### src/rtl/kf_snn_tile_sched.sv
// Tile front-end: round-robin spike arbiter onto the core input, plus a quiesce-then-write config port.
// Latency: 1 cycle from source grant to core spike; 1 cycle from host beat to cfg_we pulse.
// Backpressure: held spike frozen until core_spike_ready; src/hcfg ready are combinational from state.
module kf_snn_tile_sched #(
  parameter int N_SRC = 4,
  parameter int NID_W = 16,   // presynaptic neuron id width of the core
  parameter int SID_W = 16    // config word address width of the core
) (
  input  logic                   clk_i,
  input  logic                   rst_n_i,
  input  logic [N_SRC-1:0]       src_valid_i,
  output logic [N_SRC-1:0]       src_ready_o,
  input  logic [N_SRC*NID_W-1:0] src_pre_id_i,
  input  logic [N_SRC*8-1:0]     src_payload_i,
  output logic                   core_spike_valid_o,
  input  logic                   core_spike_ready_i,
  output logic [NID_W-1:0]       core_pre_id_o,
  output logic [7:0]             core_payload_o,
  input  logic                   core_busy_i,
  input  logic                   hcfg_valid_i,
  output logic                   hcfg_ready_o,
  input  logic [1:0]             hcfg_sel_i,
  input  logic [SID_W-1:0]       hcfg_addr_i,
  input  logic [31:0]            hcfg_wdata_i,
  input  logic                   hcfg_last_i,
  output logic                   cfg_we_o,
  output logic [1:0]             cfg_sel_o,
  output logic [SID_W-1:0]       cfg_addr_o,
  output logic [31:0]            cfg_wdata_o,
  output logic [31:0]            stat_spike_cnt_o,
  output logic [15:0]            stat_cfg_cnt_o,
  output logic                   cfg_mode_o
);

  localparam int PTR_W = $clog2(N_SRC);
  localparam int SUM_W = PTR_W + 1;

  typedef enum logic [1:0] {
    ST_RUN     = 2'd0,
    ST_DRAIN   = 2'd1,
    ST_CFG     = 2'd2,
    ST_CFG_END = 2'd3
  } state_e;

  state_e           state_q, state_d;
  logic [PTR_W-1:0] rr_q, rr_d;
  logic             spk_vld_q, spk_vld_d;
  logic [NID_W-1:0] spk_id_q, spk_id_d;
  logic [7:0]       spk_pay_q, spk_pay_d;
  logic             cfg_we_q, cfg_we_d;
  logic [1:0]       cfg_sel_q, cfg_sel_d;
  logic [SID_W-1:0] cfg_addr_q, cfg_addr_d;
  logic [31:0]      cfg_wdata_q, cfg_wdata_d;
  logic [31:0]      spk_cnt_q, spk_cnt_d;
  logic [15:0]      cfg_cnt_q, cfg_cnt_d;

  logic             win_found;
  logic [PTR_W-1:0] win_idx;
  logic [SUM_W-1:0] cand_sum;
  logic             load_en;

  // Round-robin search: first valid source starting one past the last winner, wrapping back to it.
  always_comb begin
    win_found = 1'b0;
    win_idx   = '0;
    cand_sum  = '0;
    for (int k = 1; k <= N_SRC; k++) begin
      cand_sum = SUM_W'(rr_q) + SUM_W'(k);
      if (cand_sum >= SUM_W'(N_SRC)) cand_sum = cand_sum - SUM_W'(N_SRC);
      if (!win_found && src_valid_i[cand_sum[PTR_W-1:0]]) begin
        win_found = 1'b1;
        win_idx   = cand_sum[PTR_W-1:0];
      end
    end
  end

  // Next-state, grant and config-beat logic; readies are forced low while reset is asserted.
  always_comb begin
    state_d      = state_q;
    rr_d         = rr_q;
    spk_vld_d    = spk_vld_q;
    spk_id_d     = spk_id_q;
    spk_pay_d    = spk_pay_q;
    cfg_we_d     = 1'b0;
    cfg_sel_d    = cfg_sel_q;
    cfg_addr_d   = cfg_addr_q;
    cfg_wdata_d  = cfg_wdata_q;
    spk_cnt_d    = spk_cnt_q;
    cfg_cnt_d    = cfg_cnt_q;
    src_ready_o  = '0;
    hcfg_ready_o = 1'b0;
    load_en      = 1'b0;

    // An accepted spike leaves the output register unless a new one is loaded this cycle.
    if (spk_vld_q && core_spike_ready_i) begin
      spk_vld_d = 1'b0;
      spk_cnt_d = spk_cnt_q + 32'd1;
    end

    case (state_q)
      ST_RUN: begin
        // A pending host request blocks new grants so the drain can start immediately.
        load_en = (!spk_vld_q || core_spike_ready_i) && !hcfg_valid_i;
        if (load_en && win_found) begin
          src_ready_o[win_idx] = 1'b1;
          spk_vld_d = 1'b1;
          spk_id_d  = src_pre_id_i[win_idx*NID_W +: NID_W];
          spk_pay_d = src_payload_i[win_idx*8 +: 8];
          rr_d      = win_idx;
        end
        if (hcfg_valid_i) state_d = ST_DRAIN;
      end
      ST_DRAIN: begin
        if (!spk_vld_q && !core_busy_i) state_d = ST_CFG;
      end
      ST_CFG: begin
        hcfg_ready_o = 1'b1;
        if (hcfg_valid_i) begin
          cfg_we_d    = 1'b1;
          cfg_sel_d   = hcfg_sel_i;
          cfg_addr_d  = hcfg_addr_i;
          cfg_wdata_d = hcfg_wdata_i;
          cfg_cnt_d   = cfg_cnt_q + 16'd1;
          if (hcfg_last_i) state_d = ST_CFG_END;
        end
      end
      ST_CFG_END: begin
        // cfg_we_q still carries the final pulse here; spikes resume next cycle.
        state_d = ST_RUN;
      end
      default: state_d = ST_RUN;
    endcase

    if (!rst_n_i) begin
      src_ready_o  = '0;
      hcfg_ready_o = 1'b0;
    end
  end

  // State and datapath registers with synchronous active-low reset; reset discards any held spike.
  always_ff @(posedge clk_i) begin
    if (!rst_n_i) begin
      state_q     <= ST_RUN;
      rr_q        <= PTR_W'(N_SRC - 1);
      spk_vld_q   <= 1'b0;
      spk_id_q    <= '0;
      spk_pay_q   <= '0;
      cfg_we_q    <= 1'b0;
      cfg_sel_q   <= '0;
      cfg_addr_q  <= '0;
      cfg_wdata_q <= '0;
      spk_cnt_q   <= '0;
      cfg_cnt_q   <= '0;
    end else begin
      state_q     <= state_d;
      rr_q        <= rr_d;
      spk_vld_q   <= spk_vld_d;
      spk_id_q    <= spk_id_d;
      spk_pay_q   <= spk_pay_d;
      cfg_we_q    <= cfg_we_d;
      cfg_sel_q   <= cfg_sel_d;
      cfg_addr_q  <= cfg_addr_d;
      cfg_wdata_q <= cfg_wdata_d;
      spk_cnt_q   <= spk_cnt_d;
      cfg_cnt_q   <= cfg_cnt_d;
    end
  end

  assign core_spike_valid_o = spk_vld_q;
  assign core_pre_id_o      = spk_id_q;
  assign core_payload_o     = spk_pay_q;
  assign cfg_we_o           = cfg_we_q;
  assign cfg_sel_o          = cfg_sel_q;
  assign cfg_addr_o         = cfg_addr_q;
  assign cfg_wdata_o        = cfg_wdata_q;
  assign stat_spike_cnt_o   = spk_cnt_q;
  assign stat_cfg_cnt_o     = cfg_cnt_q;
  assign cfg_mode_o         = (state_q != ST_RUN);

endmodule

### config.mk
export PLATFORM = sky130hd
export DESIGN_NAME = kf_snn_tile_sched
export DESIGN_NICKNAME = d
export VERILOG_FILES = /design/src/rtl/kf_snn_tile_sched.sv
export SDC_FILE = /design/constraint.sdc
export NUM_CORES = 1
export LEC_CHECK = 0
export ABC_AREA = 1
export ABC_CLOCK_PERIOD_IN_PS = 2250
export CELL_PAD_IN_SITES_DETAIL_PLACEMENT = 1
export CELL_PAD_IN_SITES_GLOBAL_PLACEMENT = 1
export CORE_ASPECT_RATIO = 1.75
export CORE_MARGIN = 2
export CORE_UTILIZATION = 28
export DETAILED_ROUTE_END_ITERATION = 6
export PLACE_DENSITY_LB_ADDON = 0.1
export SLEW_MARGIN = 15
export SYNTH_ARGS = -nofsm -noshare
export SYNTH_HDL_FRONTEND = slang
export SYNTH_SLANG_ARGS = --single-unit
### constraint.sdc
create_clock -name clk_i -period 2.25 [get_ports clk_i]
set_input_delay 0.45 -clock clk_i [delete_from_list [all_inputs] [get_ports clk_i]]
set_output_delay 0.45 -clock clk_i [all_outputs]
set_load 0.01 [all_outputs]
## Yosys cells after proc, flatten, opt, wreduce, memory -nomap -nowiden

Index checks and enable logic that the tools add are counted.

- Register bits: 128
- Latch bits: 0
- Memory bits (writable): 0
- ROM bits: 0
- Logic and storage cells: 97
- Memories: 0

- Add/subtract/negate cells: 10
- $mul: 0
- Divide/modulo/power cells: 0
- Magnitude comparators: 10
- Equality and inequality tests: 7
- Shift-type cells: 2
- Mux-type cells: 36
- Bitwise logic cells: 0
- Reduce and logical (&&, ||, !) cells: 21

Operator list:

| kind | number |
|---|---|
| indexed part select 64 x 7 -> 16 bit | 1 |
| adder 32 x 1 -> 32 bit (second input constant) | 1 |
| indexed part select 32 x 6 -> 8 bit | 1 |
| two-way mux 2 bit | 12 |
| adder 16 x 1 -> 16 bit (second input constant) | 1 |
| less-than comparator 2 x 3 -> 1 bit (second input constant) | 5 |
| two-way mux 1 bit | 15 |
| >= comparator 3 bit (second input constant) | 4 |
| two-way mux 4 bit | 3 |
| binary-select mux 1 bit (select 2 bit) | 4 |
| logical AND 1 bit | 8 |
| inequality test 2 bit (second input constant) | 4 |
| one-hot mux 2 bit (4 select lines) | 1 |
| subtractor 2 x 1 -> 2 bit (second input constant) | 4 |
| adder 2 x 2 -> 3 bit (second input constant) | 2 |
| zero test 1 bit | 6 |
| AND reduction 2 bit | 3 |
| == test 2 bit (second input constant) | 2 |
| AND reduction 4 bit | 1 |
| adder 2 x 1 -> 3 bit (second input constant) | 1 |
| adder 2 x 3 -> 3 bit (second input constant) | 1 |
| demux 1 bit (select 2 bit) | 1 |
| == test 2 x 1 -> 1 bit (second input constant) | 1 |
| >= comparator 2 x 1 -> 1 bit (second input constant) | 1 |
| other kinds (3) | 3 |

## Longest topological paths before layout

Gate-level depths: netlist of the first run.

- Word-level depth: 22
- Depth in mapped cells: 17
- Mapped depth without buffers: 15

## Least setup slack after synthesis of the first run

OpenSTA, ideal clock, no wires.

- Path type: flip-flop to output port
- Start: register state_q[0]
- End: output src_ready_o[1]
- Arrival: 1.712 ns
- Required time: 1.800 ns
- Path slack: 0.088 ns
- Cell stages (with the launch flop): 10
- Path buffers: 0
- Cells stage by stage: dfxtp_1 > inv_1 > ha_1 > inv_1 > or2_2 > nor2_1 > nand2_1 > nor2_2 > inv_1 > nor3_1

- Longest elaborated chain between the ends: 3

Ends and longest elaborated chain:

| item | line | RTL |
|---|---|---|
| start, declared | 45 | `state_e state_q, state_d;` |
| start signal, assigned | 155 | `state_q <= state_d;` |
| zero test 2 bit | 100 | `case (state_q)` |
| two-way mux 4 bit | 100 |  |
| two-way mux 4 bit | 134 | `if (!rst_n_i) begin` |
| end, declared | 12 | `output logic [N_SRC-1:0] src_ready_o,` |

No other way between the ends.

## Worst setup path after layout of the first run

- Start: input src_valid_i[2]
- End: output src_ready_o[0]

- Longest elaborated chain between the ends: 19

Ends and longest elaborated chain:

| item | line | RTL |
|---|---|---|
| start, declared | 11 | `input logic [N_SRC-1:0] src_valid_i,` |
| binary-select mux 1 bit (select 2 bit) | 70 | `if (!win_found && src_valid_i[cand_sum[PTR_W-1:0]]) begin` |
| two-way mux 1 bit (implied by the code) | 70 |  |
| two-way mux 1 bit | 70 |  |
| zero test 1 bit | 70 |  |
| logical AND 1 bit | 70 |  |
| two-way mux 1 bit | 70 |  |
| zero test 1 bit | 70 |  |
| logical AND 1 bit | 70 |  |
| [... 3 more ...] | n/a |  |
| two-way mux 2 bit | 70 |  |
| less-than comparator 2 x 3 -> 1 bit (implied by the code) / >= comparator 2 x 1 -> 1 bit (equally long branches) | 105 | `src_ready_o[win_idx] = 1'b1;` |
| logical AND 1 bit (implied by the code) | 105 |  |
| two-way mux 1 bit (implied by the code) | 105 |  |
| demux 1 bit (select 2 bit) | 105 |  |
| two-way mux 4 bit * | 104 | `if (load_en && win_found) begin` |
| two-way mux 4 bit * | 100 |  |
| two-way mux 4 bit * | 134 |  |

Every way passes the cells marked *; elsewhere a longest branch is shown, timed or not. The select of a mux whose other input is x is not followed.

==> results.sh, run 1 <==
export IMPL_floorplan_initialDensity_pct=28.4
export IMPL_ys_warnings_count=0
export IMPL_preCtsSetupSlack_ns=-0.873
export IMPL_clock_path_buffers=2
export IMPL_fin_nets=1405
export IMPL_synth_edf_count=0
export IMPL_slew_headroom_pct=53.5
export IMPL_skew_ns=0.00603
export IMPL_ys_async_sr_fraction_pct=0
export IMPL_synth_area_leader_cell="dfxtp_1"
export IMPL_dieArea_sq_um=23600
export IMPL_hp_start="core_pre_id_o[12]"
export IMPL_routed_wirelength_um=23600
export IMPL_placed_area_sq_um=9710
export IMPL_grt_pass1_wl_um=37600
export IMPL_cts_buffers=17
export IMPL_antenna_cells=0
export IMPL_finalSetupViolCount=4
export IMPL_drt_vias_per_instance=4.66
export IMPL_p_int_w=0.00725
export IMPL_crit_type="in2out"
export IMPL_cts_hold_buf=0
export IMPL_clk_latency_ns=0.42
export IMPL_timing_hold_worst_path_depth=2
export IMPL_finalPower_w=0.0124
export IMPL_hold_violations=0
export IMPL_place_gp_congestion=0.795
export IMPL_worst_pin_slew_ns=0.698
export IMPL_critPathMaxFanout=4
export IMPL_grt_ovfl_total=0
export IMPL_cts_tree="built"
export IMPL_synth_seq_area_share_pct=40.9
export IMPL_root_buffer="clkbuf_16"
export IMPL_p_switching_w=0.00511
export IMPL_die_h_um=202
export IMPL_drtAntennaViolNets=0
export IMPL_ff2ff_setup_slack_ns=0.14
export IMPL_final_core_util_pct=48.0
export IMPL_core_area_sq_um=22100
export IMPL_power_density_nw_per_um2=1170
export IMPL_crit_required_ns=1.80
export IMPL_postSynthAreaPerCell_sq_um=6.83
export IMPL_hold_class="reg2reg"
export IMPL_worst_r2r_cell_count=15
export IMPL_drive_above_1_share_pct=14.1
export IMPL_port_buffers=285
export IMPL_p_leak_nw=4.15
export IMPL_firstDrtPassIters=4
export IMPL_period_share_pct=112
export IMPL_status="finished with violations"
export IMPL_syn2layout_area_growth_pct=69.3
export IMPL_synth_commonest_cells="nand2_1 (217), nor2_1 (157), dfxtp_1 (128), nand3_1 (107), o21ai_0 (69)"
export IMPL_startpoint="src_valid_i[2]"
export IMPL_syn_instance_count=917
export IMPL_wl_per_cell_um=15.2
export IMPL_ys_types=41
export IMPL_synth_top_area_share_pct=40.9
export IMPL_p_seq_share_pct=22.6
export IMPL_r2r_start="rr_q[0]"
export IMPL_clk_pin_slew_ns=0.06
export IMPL_synthFlopType="dfxtp_1"
export IMPL_violations="negative setup slack"
export IMPL_end_kind="output pin"
export IMPL_vdd_drop_max_mv=0.990
export IMPL_fin_area_sq_um=10600
export IMPL_drt_iter0_markers=240
export IMPL_hold_path_end="core_pre_id_o[12]"
export IMPL_fp_row_count=72
export IMPL_comb_power_share_pct=53.2
export IMPL_htreeDepth=4
export IMPL_fp_dieW_um=117
export IMPL_clock_sinks=128
export IMPL_rr_endpoint="core_payload_o[0]"
export IMPL_yosys_top_cells_area="dfxtp_1 (41%), nand2_1 (13%), nor2_1 (9.4%), nand3_1 (8.5%), o21ai_0 (5.5%)"
export IMPL_p_sw_share_pct=41.3
export IMPL_rsz0062_at_grt="true"
export IMPL_hpwl_um=17500
export IMPL_startpoint_type="input pin"
export IMPL_arrival_ns=2.06
export IMPL_fin_ws_ns=-0.260
export IMPL_n_fill_cell=2769
export IMPL_power_frac_clock_pct=24.2
export IMPL_drc=0
export IMPL_io_pins=286
export IMPL_synth_most_common_cell="nand2_1"
export IMPL_syn_num_nets=1079
export IMPL_final_min_clock_period_ns=2.51
export IMPL_grt_max_degree=75
export IMPL_maxCapViolCount=0
export IMPL_slew_viol_final=0
export IMPL_track_usage_pct=20.2
export IMPL_antenna_found_initial=0
export IMPL_via_count=7236
export IMPL_max_freq_mhz=398
export IMPL_grt_pass1_vias=7618
export IMPL_postSynthRegisterBits=128
export IMPL_synth_area_sq_um=6260
export IMPL_whs_ns=0.447
-- placed cells by master, fill, tap and decap left out, drive strengths merged --
master and count:
a211oi 1, a21oi 24, a22oi 1, a41oi 1
and3 1, buf 70, bufinv 4, clkbuf 22
clkdlybuf4s50 276, clkinv 4, clkinvlp 1, dfxtp 128
dlygate4sd2 4, ha 6, inv 65, nand2 226
nand3 109, nand3b 2, nand4 19, nor2 169
nor3 24, nor3b 3, nor4 6, o21a 2
o21ai 70, o21ba 1, o31ai 1, or2 2
xnor2 6, xor2 8
-- registers in the layout, summed over array words and instances (netlist names) --
signal              count
state_q                 2
core_spike_valid_o      1
cfg_sel_o               2
cfg_addr_o             16
core_pre_id_o          16
cfg_wdata_o            32
stat_cfg_cnt_o         16
rr_q                    2
cfg_we_o                1
core_payload_o          8
stat_spike_cnt_o       32
-- metal layers --
metal | share of wire [%] | vias to the layer above | wire length (um) | global-route usage (%)
met3 | 10 | 13 | 2440 | 8.61
li1 | - | 3624 | - | -
met1 | 37 | 3360 | 8710 | 19.8
met2 | 52 | 239 | 12200 | 37.8
met4 | 1.2 | 0 | 282 | 5.25
met5 | 0 | - | 0 | 0
-- how the worst max path moves through the flow --
stage | endpoint | slack (ns) | cells after the start
floorplan | src_ready_o[1] | 0.09 | 9
global placement | src_ready_o[1] | -0.77 | 12
detailed placement | src_ready_o[1] | -0.87 | 12
CTS | src_ready_o[0] | -0.24 | 13
global route | src_ready_o[1] | -0.36 | 13
finish | src_ready_o[0] | -0.26 | 12
-- worst max-delay path, cell delays in order --
cell,delay [ns]
clkdlybuf4s50_1,0.46
nand2_2,0.11
nand2_4,0.06
nand2_4,0.08
nand2_4,0.06
nor2_4,0.13
nand3_4,0.10
buf_6,0.14
nand2_8,0.06
nand2_8,0.08
nor3_4,0.19
buf_6,0.13
-- stage by stage --
stage          std cells  setup TNS, ns
4_1_cts             1550         -0.935
2_1_floorplan        917              0
3_3_place_gp        1511         -11.27
6_report            1552         -0.897
3_5_place_dp        1511         -12.88
5_1_grt             1552          -1.35
-- power groups by stage --
stage | Clock, W | Sequential, W | Combinational, W
4_1_cts | 0.00308 | 0.00280 | 0.00654
6_report | 0.00299 | 0.00279 | 0.00658
5_1_grt | 0.00317 | 0.00283 | 0.00736
3_5_place_dp | 0 | 0.00282 | 0.00606
3_3_place_gp | 0 | 0.00280 | 0.00604
2_1_floorplan | 0 | 0.00293 | 0.00375
-- cell type report --
| class | count | area [sq um] | share of cell area [%] |
|---|---|---|---|
| clock buffer | 22 | 474 | 4.47 |
| clock inverter | 10 | 156 | 1.48 |
| inverter | 64 | 255 | 2.41 |
| multi-input combinational | 682 | 3410 | 32.2 |
| sequential | 128 | 2570 | 24.2 |
| tap | 296 | 370 | 3.49 |
| timing repair buffer | 350 | 3370 | 31.8 |
-- kinds of logic (layout without fill, tap and decap cells) --
| logic type | count (synthesis) | count (layout) | share of synthesized area (%) |
|---|---|---|---|
| AOI/OAI and AO/OA | 101 | 101 | 8.59 |
| xor gates and xnor gates | 14 | 14 | 1.96 |
| adders and majority gates | 6 | 6 | 1.20 |
| buffers and inverters | 107 | 446 | 7.45 |
| DFF | 128 | 128 | 40.9 |
| and+or+nand+nor | 561 | 561 | 39.9 |
-- what timing repair did --
item | CTS | global route
endpoints found under the setup margin | 6 | 24
buffers inserted | 7 | 3
hold endpoints to repair | 0 | 0
pin swaps | 23 | 12
resized for setup | 70 | 21
Power figures use the tool's default switching activity.
==> run 2: changes to the inputs <==
--- a/config.mk
+++ b/config.mk
@@ -6,15 +6,13 @@
 export NUM_CORES = 1
 export LEC_CHECK = 0
 export ABC_AREA = 1
-export ABC_CLOCK_PERIOD_IN_PS = 2250
+export ABC_CLOCK_PERIOD_IN_PS = 3100
 export CELL_PAD_IN_SITES_DETAIL_PLACEMENT = 1
 export CELL_PAD_IN_SITES_GLOBAL_PLACEMENT = 1
-export CORE_ASPECT_RATIO = 1.75
 export CORE_MARGIN = 2
-export CORE_UTILIZATION = 28
+export CORE_UTILIZATION = 30
 export DETAILED_ROUTE_END_ITERATION = 6
 export PLACE_DENSITY_LB_ADDON = 0.1
-export SLEW_MARGIN = 15
 export SYNTH_ARGS = -nofsm -noshare
 export SYNTH_HDL_FRONTEND = slang
 export SYNTH_SLANG_ARGS = --single-unit
==> constraint.sdc (replaced) <==
create_clock -name clk_i -period 3.1 [get_ports clk_i]
set_input_delay 0.62 -clock clk_i [delete_from_list [all_inputs] [get_ports clk_i]]
set_output_delay 0.62 -clock clk_i [all_outputs]
set_load 0.01 [all_outputs]
==> run 2 against run 1 <==
The run now ends clean; global-route usage rose by 0.95 points; combinational power fell by 38%; highest routed layer unchanged; final area fell by 5.1%.
==> results.sh, run 2 (synthesis results as in run 1) <==
export IMPL_status="finished, final reports clean"
export IMPL_fp_row_count=52
export IMPL_syn2layout_area_growth_pct=60.6
export IMPL_layout_common_cells="clkdlybuf4s50_1 (280), nand2_1 (216), nor2_1 (157), dfxtp_1 (128), nand3_1 (107)"
export IMPL_port_buffers=285
export IMPL_layout_commonest_cell="clkdlybuf4s50_1"
export IMPL_clk_pin_slew_ns=0.06
export IMPL_firstDrtPassIters=4
export IMPL_grt_max_degree=75
export IMPL_arrival_ns=2.26
export IMPL_grt_util_met3_pct=8.34
export IMPL_grt_pass1_vias=7217
export IMPL_place_gp_congestion=0.820
export IMPL_grt_util_met1_pct=25.0
export IMPL_rsz0062_at_grt="false"
export IMPL_drtAntennaViolNets=0
export IMPL_drive_above_1_share_pct=8.31
export IMPL_startpoint_type="input pin"
export IMPL_clock_path_buffers=2
export IMPL_whs_ns=0.451
export IMPL_drt_iter0_markers=247
export IMPL_preCtsSetupSlack_ns=-0.285
export IMPL_n_fill_cell=2520
export IMPL_track_usage_pct=21.1
export IMPL_final_min_clock_period_ns=2.88
export IMPL_htreeDepth=4
export IMPL_grt_busiest_layer="met2"
export IMPL_finalSetupViolCount=0
export IMPL_routed_wirelength_um=23100
export IMPL_clk_latency_ns=0.42
export IMPL_hold_class="reg2reg"
export IMPL_drt_vias_per_instance=4.73
export IMPL_slew_headroom_pct=50.6
export IMPL_hold_violations=0
export IMPL_floorplan_initialDensity_pct=30.8
export IMPL_skew_ns=0.0159
export IMPL_p_leak_nw=3.88
export IMPL_finalSetupTns_ns=0
export IMPL_power_density_nw_per_um2=827
export IMPL_cts_buffers=17
export IMPL_cts_hold_buf=0
export IMPL_grt_ovfl_total=0
export IMPL_die_h_um=148
export IMPL_met2_usage_pct=36.0
export IMPL_period_share_pct=92.8
export IMPL_root_buffer="clkbuf_16"
export IMPL_wl_per_cell_um=15.5
export IMPL_end_kind="output pin"
export IMPL_cts_tree="built"
export IMPL_slew_viol_final=0
export IMPL_core_area_sq_um=20400
export IMPL_maxCapViolCount=0
export IMPL_fin_nets=1365
export IMPL_hpwl_um=17100
export IMPL_max_freq_mhz=348
export IMPL_grt_pass1_wl_um=37000
export IMPL_antenna_found_initial=1
export IMPL_vdd_drop_max_mv=0.724
export IMPL_dieArea_sq_um=22100
export IMPL_crit_type="in2out"
export IMPL_drc=0
export IMPL_finalPower_w=0.00832
export IMPL_critPathMaxFanout=4
export IMPL_worst_pin_slew_ns=0.734
export IMPL_via_count=7029
export IMPL_io_pins=286
export IMPL_clock_sinks=128
export IMPL_fin_ws_ns=0.222
export IMPL_crit_required_ns=2.48
export IMPL_fp_dieW_um=148
export IMPL_final_core_util_pct=49.4
==> run 2: cell types whose count changed in the layout (fill, tap and decap cells not counted), moves of 5 or more <==
cell / delta
buf_4: -33
buf_6: -7
inv_1: +5
nand2_1: +20
nand2_2: -9
nand2_4: -11
==> run 2: power breakdown <==
group	internal, W	switching, W	leakage, nW
combinational	0.00160	0.00248	2.53
sequential	0.00189	0.000152	1.04
clock	0.00141	0.000787	0.305
total	0.00490	0.00342	3.88
==> run 2: worst paths after layout <==
kind / end / startpoint / slack, ns / cells after the start
setup / recovery: src_ready_o[1] / src_valid_i[3] / 0.22 / 12
setup reg to reg: core_payload_o[1] / rr_q[0] / 0.83 / 13
hold / removal: core_pre_id_o[14] / core_pre_id_o[14] / 0.45 / 2
hold reg to reg: core_pre_id_o[14] / core_pre_id_o[14] / 0.45 / 2
==> run 2: critical path, cell delays in order <==
cell and delay [ns]:
clkdlybuf4s50_1 0.48, nand2_1 0.08, nand2_2 0.11, nand2_1 0.07, o21ai_2 0.08, inv_1 0.08, nand3_4 0.12, nand2_1 0.10
nor2_4 0.11, inv_1 0.08, nor3_1 0.16, buf_2 0.16
==> run 2: repair_timing <==
action,CTS,global route
setup buffers,0,0
endpoints found under the setup margin,4,4
gates resized for setup,4,13
==> run 2: cell type report <==
cell class	count	area, sq um	share of cell area (%)
inverters	64	245	2.44
multi-input cells	682	3250	32.3
clock inverters	12	181	1.80
diodes	1	2.50	0.0249
well taps	270	338	3.36
repair buffers	310	3020	30.0
clock buffers	20	467	4.64
flip-flops and latches	128	2560	25.5
==> run 2: per-layer routing <==
metal | up-vias | part of all wire [%]
met3 | 17 | 8.5
li1 | 3545 | -
met2 | 195 | 47
met5 | - | 0
met4 | 0 | 1.4
met1 | 3272 | 43
==> run 2: metrics by stage <==
stage / cell area [sq um] / instances
after global routing: 10100 / 1487
after global placement: 9420 / 1454
after floorplan: 6260 / 917
after CTS: 10100 / 1486
after detailed placement: 9420 / 1454
final: 10100 / 1487
==> run 3: changes to the inputs <==
==> constraint.sdc (replaced) <==
create_clock -name clk_i -period 3.1 [get_ports clk_i]
set_input_delay 0.62 -clock clk_i [delete_from_list [all_inputs] [get_ports clk_i]]
set_output_delay 0.62 -clock clk_i [all_outputs]
set_load 0.02 [all_outputs]
==> run 3 against run 2 <==
Count of clock-buffer cells in the layout down 2; via count up 0.28%; sequential power about the same; die area unchanged; core utilization down 0.21 points; wire length down 0.11%; global-route usage up 0.28 points.
==> results.sh, run 3 (synthesis results as in run 1) <==
export IMPL_ff2ff_setup_slack_ns=0.79
export IMPL_dieArea_sq_um=22100
export IMPL_p_leak_nw=3.86
export IMPL_hold_class="reg2reg"
export IMPL_finalSetupViolCount=0
export IMPL_fin_area_sq_um=10000
export IMPL_cp_slowest_cell="clkdlybuf4s50_1"
export IMPL_track_usage_pct=21.4
export IMPL_whs_ns=0.451
export IMPL_antenna_cells=0
export IMPL_clk_pin_slew_ns=0.06
export IMPL_layout_common_cells="clkdlybuf4s50_1 (280), nand2_1 (216), nor2_1 (157), dfxtp_1 (128), nand3_1 (107)"
export IMPL_hold_violations=0
export IMPL_vdd_drop_max_mv=0.714
export IMPL_drive_above_1_share_pct=8.15
export IMPL_port_buffers=285
export IMPL_cts_tree="built"
export IMPL_placed_area_sq_um=9430
export IMPL_drtAntennaViolNets=0
export IMPL_drc=0
export IMPL_cts_hold_buf=0
export IMPL_io_pins=286
export IMPL_cts_buffers=17
export IMPL_grt_pass1_wl_um=37700
export IMPL_fin_cells=1485
export IMPL_firstDrtPassIters=4
export IMPL_rr_endpoint="core_payload_o[1]"
export IMPL_crit_required_ns=2.48
export IMPL_layout_commonest_cell="clkdlybuf4s50_1"
export IMPL_grt_ovfl_total=0
export IMPL_worst_r2r_cell_count=13
export IMPL_fp_dieW_um=148
export IMPL_power_density_nw_per_um2=833
export IMPL_syn2layout_area_growth_pct=59.9
export IMPL_clk_latency_ns=0.42
export IMPL_period_share_pct=95.7
export IMPL_drt_iter0_markers=193
export IMPL_crit_chain="clkdlybuf4s50_1 > nand2_1 > nand2_2 > nand2_1 > o21ai_1 > inv_1 > nand3_4 > nand2_1 > nor2_4 > inv_1 > nor3_2 > buf_4"
export IMPL_slew_headroom_pct=48.3
export IMPL_antenna_found_initial=0
export IMPL_endpoint="src_ready_o[1]"
export IMPL_critPathMaxFanout=4
export IMPL_final_min_clock_period_ns=2.97
export IMPL_max_stage_delay_ns=0.48
export IMPL_worst_pin_slew_ns=0.769
export IMPL_arrival_ns=2.35
export IMPL_htreeDepth=4
export IMPL_die_h_um=148
export IMPL_skew_ns=0.0111
export IMPL_fin_nets=1364
export IMPL_drt_vias_per_instance=4.75
export IMPL_grt_max_degree=75
export IMPL_max_freq_mhz=337
export IMPL_core_area_sq_um=20400
export IMPL_status="finished, final reports clean"
export IMPL_fp_row_count=52
export IMPL_floorplan_initialDensity_pct=30.8
export IMPL_post_place_cells=1453
export IMPL_r2r_start="rr_q[0]"
export IMPL_via_count=7049
export IMPL_startpoint="src_valid_i[3]"
export IMPL_place_gp_congestion=0.815
export IMPL_slew_viol_final=0
export IMPL_hpwl_um=17000
export IMPL_clock_sinks=128
export IMPL_finalPower_w=0.00835
export IMPL_grt_pass1_vias=7326
export IMPL_crit_type="in2out"
export IMPL_root_buffer="clkbuf_16"
export IMPL_hp_start="core_payload_o[6]"
export IMPL_clock_path_buffers=2
export IMPL_routed_wirelength_um=23100
export IMPL_final_core_util_pct=49.2
export IMPL_wl_per_cell_um=15.5
export IMPL_maxCapViolCount=0
export IMPL_end_kind="output pin"
export IMPL_cpMostUsedCell="nand2_1"
export IMPL_startpoint_type="input pin"
[run 3: cell types whose count changed in the layout (fill, tap and decap cells not counted), moves of 2 or more]
cell	delta
clkinv_4	+2
buf_2	+2
inv_6	+3
bufinv_16	-2
buf_4	-2
buf_12	+2
clkbuf_8	-3
clkbuf_2	-3
[run 3: routing by layer]
layer / share of wire [%] / vias to the layer above / GRT usage, %
li1: - / 3560 / -
met1: 42 / 3268 / 25.3
met2: 47 / 195 / 36.0
met3: 9.0 / 26 / 8.59
met4: 2.1 / 0 / 6.05
met5: 0 / - / 0
[run 3: layout make-up]
class	count	area, sq um
clock buffers	18	429
repair buffers	309	3040
flip-flops and latches	128	2560
inverters	64	245
well taps	270	338
multi-input cells	682	3250
fillers	2517	10300
clock inverters	14	158
[run 3: worst max-delay path: cells and delay by family]
kind / cells / cell delay (ns)
AO/OA/AOI/OAI: 1 / 0.12
buffers and inverters: 4 / 0.84
AND/OR/NAND/NOR: 7 / 0.77
[run 3: power breakdown]
group / total (W) / internal, W / switching, W
clock network: 0.00201 / 0.00120 / 0.000817
logic: 0.00430 / 0.00160 / 0.00269
registers: 0.00203 / 0.00189 / 0.000149
total: 0.00835 / 0.00469 / 0.00366
[run 3: what timing repair did]
| item | CTS | global route |
|---|---|---|
| endpoints found under the hold margin | 0 | 0 |
| gates resized for setup | 15 | 7 |
| buffers inserted | 0 | 0 |
| endpoints found under the setup margin | 4 | 4 |
[run 3: per-stage QoR]
step                worst slack, ns  TNS (ns)
CTS                          0.0181         0
global placement             -0.298     -1.07
global route                -0.0101   -0.0171
detailed placement           -0.407     -1.37
floorplan                     0.506         0
finish                        0.133         0
[run 3: worst min-delay path by stage]
stage / depth (start not counted) / end
after floorplan: 2 / state_q[1]
after global placement: 2 / core_pre_id_o[4]
after detailed placement: 2 / core_pre_id_o[7]
after CTS: 2 / core_payload_o[6]
after global routing: 2 / core_pre_id_o[8]
final: 2 / core_payload_o[6]
